[src/rtl/mton_fifo_pkg.sv]
// rtl/mton_fifo_pkg.sv - shared rank type and popcount helper for the M:N sync FIFO
package mton_fifo_pkg;

  // Widest lane count of any instance; must be >= max(M_WRITERS, N_READERS)
  localparam int MAX_LANES = 2;

  // Holds a lane rank and a grant popcount (0 .. MAX_LANES)
  typedef logic [$clog2(MAX_LANES):0] rank_t;

  function automatic rank_t popcount(input logic [MAX_LANES-1:0] v);
    rank_t n;
    n = '0;
    for (int i = 0; i < MAX_LANES; i++) n = n + rank_t'(v[i]);
    return n;
  endfunction

endpackage

[src/rtl/mton_sync_fifo_if.sv]
// rtl/mton_sync_fifo_if.sv - writer/reader lane bundle of the M:N sync FIFO
interface mton_sync_fifo_if #(
  parameter int WIDTH     = 8,
  parameter int DEPTH     = 4,
  parameter int M_WRITERS = 2,
  parameter int N_READERS = 2
);
  logic [M_WRITERS-1:0]       i_wr_en;
  logic [M_WRITERS*WIDTH-1:0] i_wr_data;
  logic [M_WRITERS-1:0]       o_wr_ed;
  logic                       o_wr_full;
  logic                       o_wr_afull;
  logic                       o_wr_pfull;
  logic [DEPTH:0]             o_wr_remain;
  logic [N_READERS-1:0]       i_rd_en;
  logic [N_READERS-1:0]       o_rd_ed;
  logic [N_READERS*WIDTH-1:0] o_rd_data;
  logic                       o_rd_empty;
  logic                       o_rd_aempty;
  logic                       o_rd_pempty;
  logic [DEPTH:0]             o_rd_depth;

  // Producers/consumers side
  modport master (
    output i_wr_en, i_wr_data, i_rd_en,
    input  o_wr_ed, o_wr_full, o_wr_afull, o_wr_pfull, o_wr_remain,
    input  o_rd_ed, o_rd_data, o_rd_empty, o_rd_aempty, o_rd_pempty, o_rd_depth
  );

  // FIFO side
  modport slave (
    input  i_wr_en, i_wr_data, i_rd_en,
    output o_wr_ed, o_wr_full, o_wr_afull, o_wr_pfull, o_wr_remain,
    output o_rd_ed, o_rd_data, o_rd_empty, o_rd_aempty, o_rd_pempty, o_rd_depth
  );
endinterface

[src/rtl/mton_prefix_grant.sv]
// rtl/mton_prefix_grant.sv - per-lane prefix rank and grant against an availability count
module mton_prefix_grant
  import mton_fifo_pkg::*;
#(
  parameter int LANES = 2,
  parameter int AW    = 5
) (
  input  logic [LANES-1:0] req,
  input  logic [AW-1:0]    avail,
  output rank_t            rank [LANES],
  output logic [LANES-1:0] grant
);

  // Rank = requests below this lane; grant while the rank still fits in avail
  always_comb begin
    rank_t acc;
    acc   = '0;
    grant = '0;
    for (int k = 0; k < LANES; k++) begin
      rank[k]  = acc;
      grant[k] = req[k] && (AW'(acc) < avail);
      acc      = acc + rank_t'(req[k]);
    end
  end

endmodule

[src/rtl/mton_sync_fifo.sv]
// rtl/mton_sync_fifo.sv - single-clock M-writer/N-reader FWFT FIFO; MTON_SYNC_FIFO_STATS_EN adds drop/miss counters
module mton_sync_fifo
  import mton_fifo_pkg::*;
#(
  parameter int WIDTH     = 8,
  parameter int DEPTH     = 4,
  parameter int PFULL_TH  = 4,
  parameter int PEMPTY_TH = 4,
  parameter int M_WRITERS = 2,
  parameter int N_READERS = 2
) (
  input  logic               i_clk,
  input  logic               i_rstn,
  mton_sync_fifo_if.slave    bus
`ifdef MTON_SYNC_FIFO_STATS_EN
  ,
  output logic [15:0]        o_wr_drop_cnt,
  output logic [15:0]        o_rd_miss_cnt
`endif
);

  localparam int CAP = 2 ** DEPTH;

  logic [WIDTH-1:0]     mem [CAP];
  logic [DEPTH-1:0]     wptr;
  logic [DEPTH-1:0]     rptr;
  logic [DEPTH:0]       count;
  logic [DEPTH:0]       free;
  rank_t                wr_rank [M_WRITERS];
  rank_t                rd_rank [N_READERS];
  logic [M_WRITERS-1:0] wr_grant;
  logic [N_READERS-1:0] rd_grant;
  rank_t                nw;
  rank_t                nr;

  // Space freed by a pop this cycle is not offered to pushes until the next one
  assign free = (DEPTH + 1)'(CAP) - count;

  mton_prefix_grant #(.LANES(M_WRITERS), .AW(DEPTH + 1)) u_wr_grant (
    .req   (bus.i_wr_en),
    .avail (free),
    .rank  (wr_rank),
    .grant (wr_grant)
  );

  mton_prefix_grant #(.LANES(N_READERS), .AW(DEPTH + 1)) u_rd_grant (
    .req   (bus.i_rd_en),
    .avail (count),
    .rank  (rd_rank),
    .grant (rd_grant)
  );

  assign nw = popcount(wr_grant);
  assign nr = popcount(rd_grant);

  assign bus.o_wr_ed     = wr_grant;
  assign bus.o_rd_ed     = rd_grant;
  assign bus.o_wr_remain = free;
  assign bus.o_rd_depth  = count;
  assign bus.o_wr_full   = (count == (DEPTH + 1)'(CAP));
  assign bus.o_wr_afull  = (free <= (DEPTH + 1)'(1));
  assign bus.o_wr_pfull  = (free <= (DEPTH + 1)'(PFULL_TH));
  assign bus.o_rd_empty  = (count == '0);
  assign bus.o_rd_aempty = (count <= (DEPTH + 1)'(1));
  assign bus.o_rd_pempty = (count <= (DEPTH + 1)'(PEMPTY_TH));

  // Granted writers pack contiguously from wptr; storage has no reset
  always_ff @(posedge i_clk) begin
    for (int k = 0; k < M_WRITERS; k++) begin
      if (wr_grant[k]) mem[wptr + DEPTH'(wr_rank[k])] <= bus.i_wr_data[k*WIDTH +: WIDTH];
    end
  end

  // Granted readers see consecutive elements from rptr; idle lanes drive zero
  always_comb begin
    bus.o_rd_data = '0;
    for (int r = 0; r < N_READERS; r++) begin
      if (rd_grant[r]) bus.o_rd_data[r*WIDTH +: WIDTH] = mem[rptr + DEPTH'(rd_rank[r])];
    end
  end

  // Pointer and occupancy update from the grant popcounts
  always_ff @(posedge i_clk or negedge i_rstn) begin
    if (!i_rstn) begin
      wptr  <= '0;
      rptr  <= '0;
      count <= '0;
    end else begin
      wptr  <= wptr + DEPTH'(nw);
      rptr  <= rptr + DEPTH'(nr);
      count <= count + (DEPTH + 1)'(nw) - (DEPTH + 1)'(nr);
    end
  end

`ifdef MTON_SYNC_FIFO_STATS_EN
  logic [16:0] drop_sum;
  logic [16:0] miss_sum;

  assign drop_sum = {1'b0, o_wr_drop_cnt} + 17'(popcount(bus.i_wr_en & ~wr_grant));
  assign miss_sum = {1'b0, o_rd_miss_cnt} + 17'(popcount(bus.i_rd_en & ~rd_grant));

  // Saturating counts of refused push and pop requests
  always_ff @(posedge i_clk or negedge i_rstn) begin
    if (!i_rstn) begin
      o_wr_drop_cnt <= '0;
      o_rd_miss_cnt <= '0;
    end else begin
      o_wr_drop_cnt <= drop_sum[16] ? 16'hFFFF : drop_sum[15:0];
      o_rd_miss_cnt <= miss_sum[16] ? 16'hFFFF : miss_sum[15:0];
    end
  end
`endif

endmodule

[src/flat_wrapper.sv]
// flat-port wrapper written by rule: the top's interface ports become plain ports
module mton_sync_fifo_flat import mton_fifo_pkg::*;
#(
  parameter int WIDTH     = 8,
  parameter int DEPTH     = 4,
  parameter int PFULL_TH  = 4,
  parameter int PEMPTY_TH = 4,
  parameter int M_WRITERS = 2,
  parameter int N_READERS = 2
)
  (i_clk, i_rstn, bus_i_wr_en, bus_i_wr_data, bus_i_rd_en, bus_o_wr_ed, bus_o_wr_full, bus_o_wr_afull, bus_o_wr_pfull, bus_o_wr_remain, bus_o_rd_ed, bus_o_rd_data, bus_o_rd_empty, bus_o_rd_aempty, bus_o_rd_pempty, bus_o_rd_depth);
  mton_sync_fifo_if #(.WIDTH(WIDTH), .DEPTH(DEPTH), .M_WRITERS(M_WRITERS), .N_READERS(N_READERS)) bus_i ();
  input  logic i_clk;
  input  logic i_rstn;
  input wire logic [$bits(bus_i.i_wr_en)-1:0] bus_i_wr_en;
  input wire logic [$bits(bus_i.i_wr_data)-1:0] bus_i_wr_data;
  input wire logic [$bits(bus_i.i_rd_en)-1:0] bus_i_rd_en;
  output wire logic [$bits(bus_i.o_wr_ed)-1:0] bus_o_wr_ed;
  output wire logic [$bits(bus_i.o_wr_full)-1:0] bus_o_wr_full;
  output wire logic [$bits(bus_i.o_wr_afull)-1:0] bus_o_wr_afull;
  output wire logic [$bits(bus_i.o_wr_pfull)-1:0] bus_o_wr_pfull;
  output wire logic [$bits(bus_i.o_wr_remain)-1:0] bus_o_wr_remain;
  output wire logic [$bits(bus_i.o_rd_ed)-1:0] bus_o_rd_ed;
  output wire logic [$bits(bus_i.o_rd_data)-1:0] bus_o_rd_data;
  output wire logic [$bits(bus_i.o_rd_empty)-1:0] bus_o_rd_empty;
  output wire logic [$bits(bus_i.o_rd_aempty)-1:0] bus_o_rd_aempty;
  output wire logic [$bits(bus_i.o_rd_pempty)-1:0] bus_o_rd_pempty;
  output wire logic [$bits(bus_i.o_rd_depth)-1:0] bus_o_rd_depth;
  assign bus_i.i_wr_en = bus_i_wr_en;
  assign bus_i.i_wr_data = bus_i_wr_data;
  assign bus_i.i_rd_en = bus_i_rd_en;
  assign bus_o_wr_ed = bus_i.o_wr_ed;
  assign bus_o_wr_full = bus_i.o_wr_full;
  assign bus_o_wr_afull = bus_i.o_wr_afull;
  assign bus_o_wr_pfull = bus_i.o_wr_pfull;
  assign bus_o_wr_remain = bus_i.o_wr_remain;
  assign bus_o_rd_ed = bus_i.o_rd_ed;
  assign bus_o_rd_data = bus_i.o_rd_data;
  assign bus_o_rd_empty = bus_i.o_rd_empty;
  assign bus_o_rd_aempty = bus_i.o_rd_aempty;
  assign bus_o_rd_pempty = bus_i.o_rd_pempty;
  assign bus_o_rd_depth = bus_i.o_rd_depth;
  mton_sync_fifo #(.WIDTH(WIDTH), .DEPTH(DEPTH), .PFULL_TH(PFULL_TH), .PEMPTY_TH(PEMPTY_TH), .M_WRITERS(M_WRITERS), .N_READERS(N_READERS)) u_core (.i_clk(i_clk), .i_rstn(i_rstn), .bus(bus_i));
endmodule
[config.mk]
export PLATFORM = sky130hd
export DESIGN_NAME = mton_sync_fifo_flat
export DESIGN_NICKNAME = d
export VERILOG_FILES = /design/src/rtl/mton_fifo_pkg.sv /design/src/rtl/mton_sync_fifo_if.sv /design/src/rtl/mton_prefix_grant.sv /design/src/rtl/mton_sync_fifo.sv /design/src/flat_wrapper.sv
export SDC_FILE = /design/constraint.sdc
export NUM_CORES = 1
export LEC_CHECK = 0
export BUFFER_PORTS_ARGS = -buffer_cell sky130_fd_sc_hd__buf_2
export CORE_AREA = 4 4 156 158
export CTS_CLUSTER_DIAMETER = 200
export DETAILED_ROUTE_END_ITERATION = 8
export DIE_AREA = 0 0 160 162
export GPL_ROUTABILITY_DRIVEN = 1
export SYNTH_ARGS = -nofsm -noshare
export SYNTH_HDL_FRONTEND = slang
export SYNTH_SLANG_ARGS = --single-unit
[constraint.sdc]
create_clock -name i_clk -period 4.3 [get_ports i_clk]
set_clock_uncertainty 0.15 [all_clocks]
set_input_delay 0 -clock i_clk [delete_from_list [all_inputs] [get_ports i_clk]]
set_output_delay 0 -clock i_clk [all_outputs]
set_load 0.1 [all_outputs]
==> out/summary.txt, run 1 <==
Critical path's slowest cell - dfrtp_4
Final WL - 31.6 mm
Synth Area in Adders - 0.0386
GRT Util Overall - 0.244
CP Launch Type - flip-flop
Final period util - 0.891
Initial DRC count - 1204
CTS tree - done
Ant. Diodes - 0
Synth Area in Compound Gates - 0.190
Crit end category - flip-flop
Synth Instances - 725
DR vias - 7635
Most frequent cells in the layout - 128 x edfxtp_1, 123 x o2111ai_1, 80 x nand2_1
Die height - 162 um
Critical-path maximum fanout - 11
CTS Buf Count - 17
Post-synth ARST share - 0.0922
WP buf/inv - 1
First-pass GRT wire length - 47.2 mm
Post-route minimum period - 3.83 ns
RSZ-0062 raised after global routing - no
Vias in the first global route - 7794
PortBufs - 57
Placed Cells - 1045
Largest net degree at the start of global routing - 37
Core Footprint - 23100 um^2
Main synth FF type - edfxtp_1
Ratio of cells with drive above 1 in the final layout - 0.316
PostCTS Resize Cnt - 0
Post-Syn Area - 9460 um^2
Post-synthesis mux area share - 0.186
Final Setup Violations - 0
GP Congestion - 0.930
Worst-path clk slew - 0.06 ns
Postcts setup bufs - 0
Rows - 56
Run status - completed
Slew @ Worst Pin - 1.22 ns
Area grow syn2layout - 16.8%
Fin. max-slew vios - 0
Syn Nets - 775
#FFs+latches synth - 141
Fillers - 2039
Starting Density - 0.409
Full die area - 25900 um^2
Post-synthesis simple-gate area fraction - 0.0858
Max Fclk - 261 MHz
Remaining antenna violation count - 0
Max-slew headroom - 0.189
Hold Crit Class - input port to flip-flop
Main combinational cell family by area after synthesis - compound AO/OA/AOI/OAI gates
Root Buffer - clkbuf_16
Final hold violations - 0
WP data arrival - 4.03 ns
Crit path kind - flip-flop to flip-flop
Crit-path cells - inv_2, ha_2, and2_4, ha_4, and3b_1, o2111ai_4, and3_2, ha_4, xnor2_1, ha_1, fa_2, a21oi_1, nor2_1, nor2_1, xor2_1
Synth unique cells - 56
Gr ovfl total - 0
TritonCTS Sinks - 141
Total Nets Final - 845
DR vias/cell - 6.95
Max Buffers Root-to-Sink - 2
Fin area - 11000 um^2
Post-route insts no fill - 1098
Detail Placement HPWL - 21.3 mm
Post-synthesis sequential area ratio - 0.441
CTS H-tree depth - 4
Commonest non-fill, non-tap cell in the layout - edfxtp_1
Routed length per instance - 28.8 um
Drt first pass iters - 6
Slowest stage delay, CP - 0.49 ns
Syn Area/Cell - 13.1 um^2
IO Count - 58
DIE WIDTH - 160 um
Residual DRC count - 0
Yosys Warn Count - 0
Xor/xnor cell area share of the yosys netlist - 0.0128
Max-Cap Viols - 0
Hold Buf Count CTS - 21
EDFF count, synth - 128
Clock Latency Late Sink - 0.42 ns
DP Area - 10200 um^2
Critical path required time - 4.50 ns
Initial antenna violation count - 0
Top Family by Delay on Critical Path - adder cells
## stage by stage
| stage | hold slack, ns | setup TNS (ns) | util | setup WS (ns) |
|---|---|---|---|---|
| after CTS | 0.110 | 0 | 0.478 | 0.447 |
| after global routing | 0.179 | 0 | 0.478 | 0.272 |
| after detailed placement | -0.228 | 0 | 0.441 | 0.482 |
| after global placement | -0.243 | 0 | 0.441 | 0.585 |
| final | 0.123 | 0 | 0.478 | 0.471 |
| after floorplan | -0.446 | -0.0917 | - | -0.0917 |
## sequential cells by signal (all words and copies together) (netlist names)
register / cells
u_core.bus.o_rd_depth: 5
u_core.rptr: 4
u_core.wptr: 4
u_core.mem: 128
## path summary, 6_finish.rpt
kind / from / endpoint / slack [ns] / depth (start not counted)
min in group asynchronous: i_rstn / u_core.bus.o_rd_depth[4] / 0.51 / 3
setup reg to reg: u_core.bus.o_rd_depth[0] / u_core.bus.o_rd_depth[4] / 0.47 / 15
max in group asynchronous: i_rstn / u_core.bus.o_rd_depth[2] / 3.00 / 3
setup / recovery: u_core.bus.o_rd_depth[0] / u_core.bus.o_rd_depth[4] / 0.47 / 15
hold reg to reg: u_core.rptr[3] / u_core.rptr[3] / 0.37 / 1
hold / removal: bus_i_rd_en[1] / u_core.rptr[0] / 0.12 / 4
## worst register-to-register path: stages, from the launching register on
cell	delay, ns
dfrtp_4	0.49
inv_2	0.07
ha_2	0.21
and2_4	0.18
ha_4	0.29
and3b_1	0.24
o2111ai_4	0.24
and3_2	0.33
ha_4	0.18
xnor2_1	0.19
ha_1	0.31
fa_2	0.42
a21oi_1	0.15
nor2_1	0.05
nor2_1	0.10
xor2_1	0.14
## kinds of logic (layout without fill, tap and decap cells)
kind of cell    count (synthesis)  count (layout)
xor+xnor                       13              13
buf+inv                        81             164
fa+ha+maj                      28              28
mux                            96              96
compound gates                205             205
flops                         141             141
simple gates                  161             161
## per-layer routing
metal / part of all wire / GRT usage / up-vias / wire length (um)
met1: 0.37 / 0.319 / 3779 / 11800
li1: - / - / 3235 / -
met5: 0 / 0 / - / 0
met3: 0.11 / 0.0546 / 96 / 3550
met4: 0.040 / 0.102 / 0 / 1270
met2: 0.47 / 0.396 / 525 / 15000
## synth_stat cells, drive strengths merged, types with 12 or more instances
master	n	share of area
nand2	81	0.032
o22ai	28	0.019
inv	17	0.0067
mux4	64	0.15
ha	26	0.034
mux2i	32	0.034
buf	44	0.032
clkbuf	20	0.0079
o2111ai	125	0.12
nand3	30	0.019
edfxtp	128	0.41
nand3b	12	0.0095
dfrtp	13	0.034
o211ai	16	0.024
## cell type report
type	count	area [um^2]	area share
Multi-Input combinational cell	503	5010	0.453
Inverter	17	73.8	0.00668
Sequential cell	141	4190	0.379
Clock buffer	19	433	0.0392
Timing Repair Buffer	115	773	0.0700
Clock inverter	13	213	0.0193
Tap cell	290	363	0.0328
Power of run 1 is not shown: default switching activity piles up to over one toggle a cycle in this logic, so the estimate is an artifact.
==> run 2: changes to the inputs <==
- ABC_AREA: not set -> 1
- CORE_AREA: 4 4 156 158 -> 4 4 162 164
- DIE_AREA: 0 0 160 162 -> 0 0 166 168
==> out/summary.txt, run 2 <==
Setup TNS - 0 ns (unchanged)
Placed Cells - 1647 (+58%)
CTS tree - done
Final WL - 35.4 mm (+12%)
Fin. max-slew vios - 0 (unchanged)
Max-slew headroom - 0.318 (+0.129)
Core Footprint - 24900 um^2 (+7.7%)
Total Nets Final - 1391 (+65%)
EDFF count, synth - 128 (unchanged)
WP data arrival - 3.60 ns (-0.43 ns)
CP Launch Type - flip-flop
DP Area - 10700 um^2 (+4.5%)
Initial DRC count - 1367 (+14%)
Slew @ Worst Pin - 1.02 ns (-0.195 ns)
Post-synth ARST share - 0.0922 (unchanged)
Ratio of cells with drive above 1 in the final layout - 0.124 (-0.192)
Full die area - 27900 um^2 (+7.6%)
Post-route insts no fill - 1684 (+53%)
Critical-path maximum fanout - 6 (-5)
Most frequent cell after synthesis - nand2_1
Met1 Resource Use GR - 0.342 (+0.0232)
Met3 usage - 0.0502 (-0.00431)
PortBufs - 57 (unchanged)
Max FFs per register - 128 (unchanged)
Fin area - 11300 um^2 (+2.3%)
Area grow syn2layout - 9.41%
Ant. Diodes - 0 (unchanged)
Syn Nets - 1406 (+81%)
Critical R2R Capture - u_core.bus.o_rd_depth[4]
P_leak - 4.79 nW
Final Setup Violations - 0 (unchanged)
CTS Buf Count - 17 (unchanged)
Starting Density - 0.415 (+0.00570)
GP Congestion - 0.951 (+2.2%)
Crit path kind - flip-flop to flip-flop
Xor/xnor cell area share of the yosys netlist - 0.00993 (-0.00289)
Most frequent cells in the layout - 506 x nand2_1, 132 x nand4_1, 129 x nand3_1
PostCTS Resize Cnt - 0 (unchanged)
DIE WIDTH - 166 um (+3.8%)
FF-to-FF path depth - 15 (unchanged)
Final hold violations - 0 (unchanged)
Run status - completed
WHS - 0.0236 ns (-0.0992 ns)
Reg-to-reg slack, setup - 0.87 ns (+0.40 ns)
DR vias/cell - 5.83 (-16%)
Cell depth of the worst hold path - 3 (-1)
Max-Cap Viols - 0 (unchanged)
Final period util - 0.798 (-0.0920)
Rows - 58 (+3.6%)
Critical path required time - 4.47 ns (-0.03 ns)
Vias in the first global route - 9070 (+16%)
Remaining antenna violation count - 0 (unchanged)
Detail Placement HPWL - 24.1 mm (+13%)
Maximum VDD drop - 1.33 mV
GRT Util Overall - 0.249 (+0.00513)
Post-synthesis sequential area ratio - 0.404 (-0.0369)
Yosys top cell area share - 0.372 (-0.0340)
Root Buffer - clkbuf_16
Post-route minimum period - 3.43 ns (-0.396 ns)
TritonCTS Sinks - 141 (unchanged)
Die height - 168 um (+3.7%)
Grt peak-use layer - met2
Hold Path Sink - u_core.mem[15][2]
Crit end category - flip-flop
IO Count - 58 (unchanged)
RSZ-0062 raised after global routing - no
Syn Area/Cell - 7.62 um^2 (-42%)
Synth unique cells - 37 (-34%)
Worst reg2reg startpoint - u_core.bus.o_rd_depth[2]
Yosys Warn Count - 0 (unchanged)
Main synth FF type - edfxtp_1
Synth Area in Compound Gates - 0.0652 (-0.124)
Routed length per instance - 21.0 um (-27%)
Drt first pass iters - 7 (+1)
Initial antenna violation count - 0 (unchanged)
Hold Crit Class - input port to flip-flop
Max Buffers Root-to-Sink - 2 (unchanged)
Gr ovfl total - 0 (unchanged)
Post-synthesis mux area share - 0 (-0.186)
Met2 Usage GRT - 0.384 (-0.0119)
Area leader, netlist - edfxtp_1
Synth Instances - 1356 (+87%)
Clock Latency Late Sink - 0.43 ns (about the same)
Commonest cells in the netlist - 506 x nand2_1, 132 x nand4_1, 129 x nand3_1
Main combinational cell family by area after synthesis - simple AND/OR/NAND/NOR gates
Worst-path clk slew - 0.07 ns (about the same)
CTS H-tree depth - 4 (unchanged)
Residual DRC count - 0 (unchanged)
Hold Startpoint - bus_i_wr_data[2]
Largest cells by area after synthesis - edfxtp_1 37%, nand2_1 18%, nand4_1 8.0%
Commonest non-fill, non-tap cell in the layout - nand2_1
Largest net degree at the start of global routing - 145 (+290%)
Synth Area in Adders - 0.0354 (-0.00324)
#FFs+latches synth - 141 (unchanged)
DR vias - 9813 (+29%)
Post-synthesis simple-gate area fraction - 0.409 (+0.324)
PwrDens - 897 nW/um^2
Post-Syn Area - 10300 um^2 (+9.1%)
Max Fclk - 291 MHz (+12%)
First-pass GRT wire length - 54.0 mm (+14%)
## run 2: changes by cell type after synthesis, sizes merged, moves of 58 or more
cell	before	now
nand3	30	149
o21ai	5	63
nor2	8	83
o2111ai	125	0
mux4	64	0
nand4	0	133
nand2	81	512
## run 2: cells by family after synthesis
| group | count (synthesis) |
|---|---|
| AOI/OAI and AO/OA | 128 |
| xor gates and xnor gates | 10 |
| adders and majority gates | 28 |
| buffers and inverters | 170 |
| DFF | 141 |
| and+or+nand+nor | 879 |
## run 2: worst max-delay path: stages (launching register included)
cell,delay (ns)
dfrtp_4,0.46
inv_2,0.07
ha_1,0.22
nand2_1,0.07
inv_1,0.05
ha_1,0.33
nand4_1,0.19
nand2_1,0.16
clkinvlp_4,0.13
ha_4,0.18
xnor2_1,0.12
ha_1,0.32
fa_1,0.47
a21oi_1,0.17
o21ai_0,0.11
xnor2_1,0.13
## run 2: stage by stage
step | utilization | setup slack [ns] | total power, mW
3_5_place_dp | 0.428 | 0.860 | 8.54
5_1_grt | 0.454 | 0.602 | 10.7
2_1_floorplan | - | 0.00949 | 7.05
6_report | 0.454 | 0.867 | 10.1
3_3_place_gp | 0.428 | 0.875 | 8.52
4_1_cts | 0.454 | 0.842 | 10.1
## run 2: where the power goes
part / leakage (nW) / internal (mW) / switching (mW)
registers: 1.31 / 1.92 / 0.233
clock network: 0.282 / 0.919 / 0.604
logic: 3.20 / 1.45 / 5.02
total: 4.79 / 4.29 / 5.85
## run 2: metal layers
layer  vias to the layer above  wire length (um)
li1                       4609                 -
met1                      4575             14900
met2                       538             15900
met3                        91              3260
met4                         0              1380
met5                         -                 0
## run 2: how the worst max path moves through the flow
stage / from / endpoint / slack (ns) / depth (start not counted)
floorplan: u_core.bus.o_rd_depth[0] / u_core.bus.o_rd_depth[4] / 0.009 / 17
global placement: u_core.bus.o_rd_depth[2] / u_core.bus.o_rd_depth[4] / 0.88 / 15
detailed placement: u_core.bus.o_rd_depth[2] / u_core.bus.o_rd_depth[4] / 0.86 / 15
CTS: u_core.bus.o_rd_depth[2] / u_core.bus.o_rd_depth[4] / 0.84 / 15
global route: u_core.bus.o_rd_depth[2] / u_core.bus.o_rd_depth[4] / 0.60 / 15
finish: u_core.bus.o_rd_depth[2] / u_core.bus.o_rd_depth[4] / 0.87 / 15
## run 2: final cells by class
cell class | instances | area, um^2
Fill cell | 2474 | 13600
Multi-Input combinational cell | 1045 | 5390
Sequential cell | 141 | 4190
Timing Repair Buffer | 76 | 480
Clock buffer | 20 | 437
Tap cell | 330 | 413
Inverter | 60 | 229
Clock inverter | 12 | 161
## run 2: repair_timing
action,in CTS,in global routing
endpoints found under the hold margin,18,0
buffers inserted,0,0
hold buffers,5,0
Power figures use the tool's default switching activity.
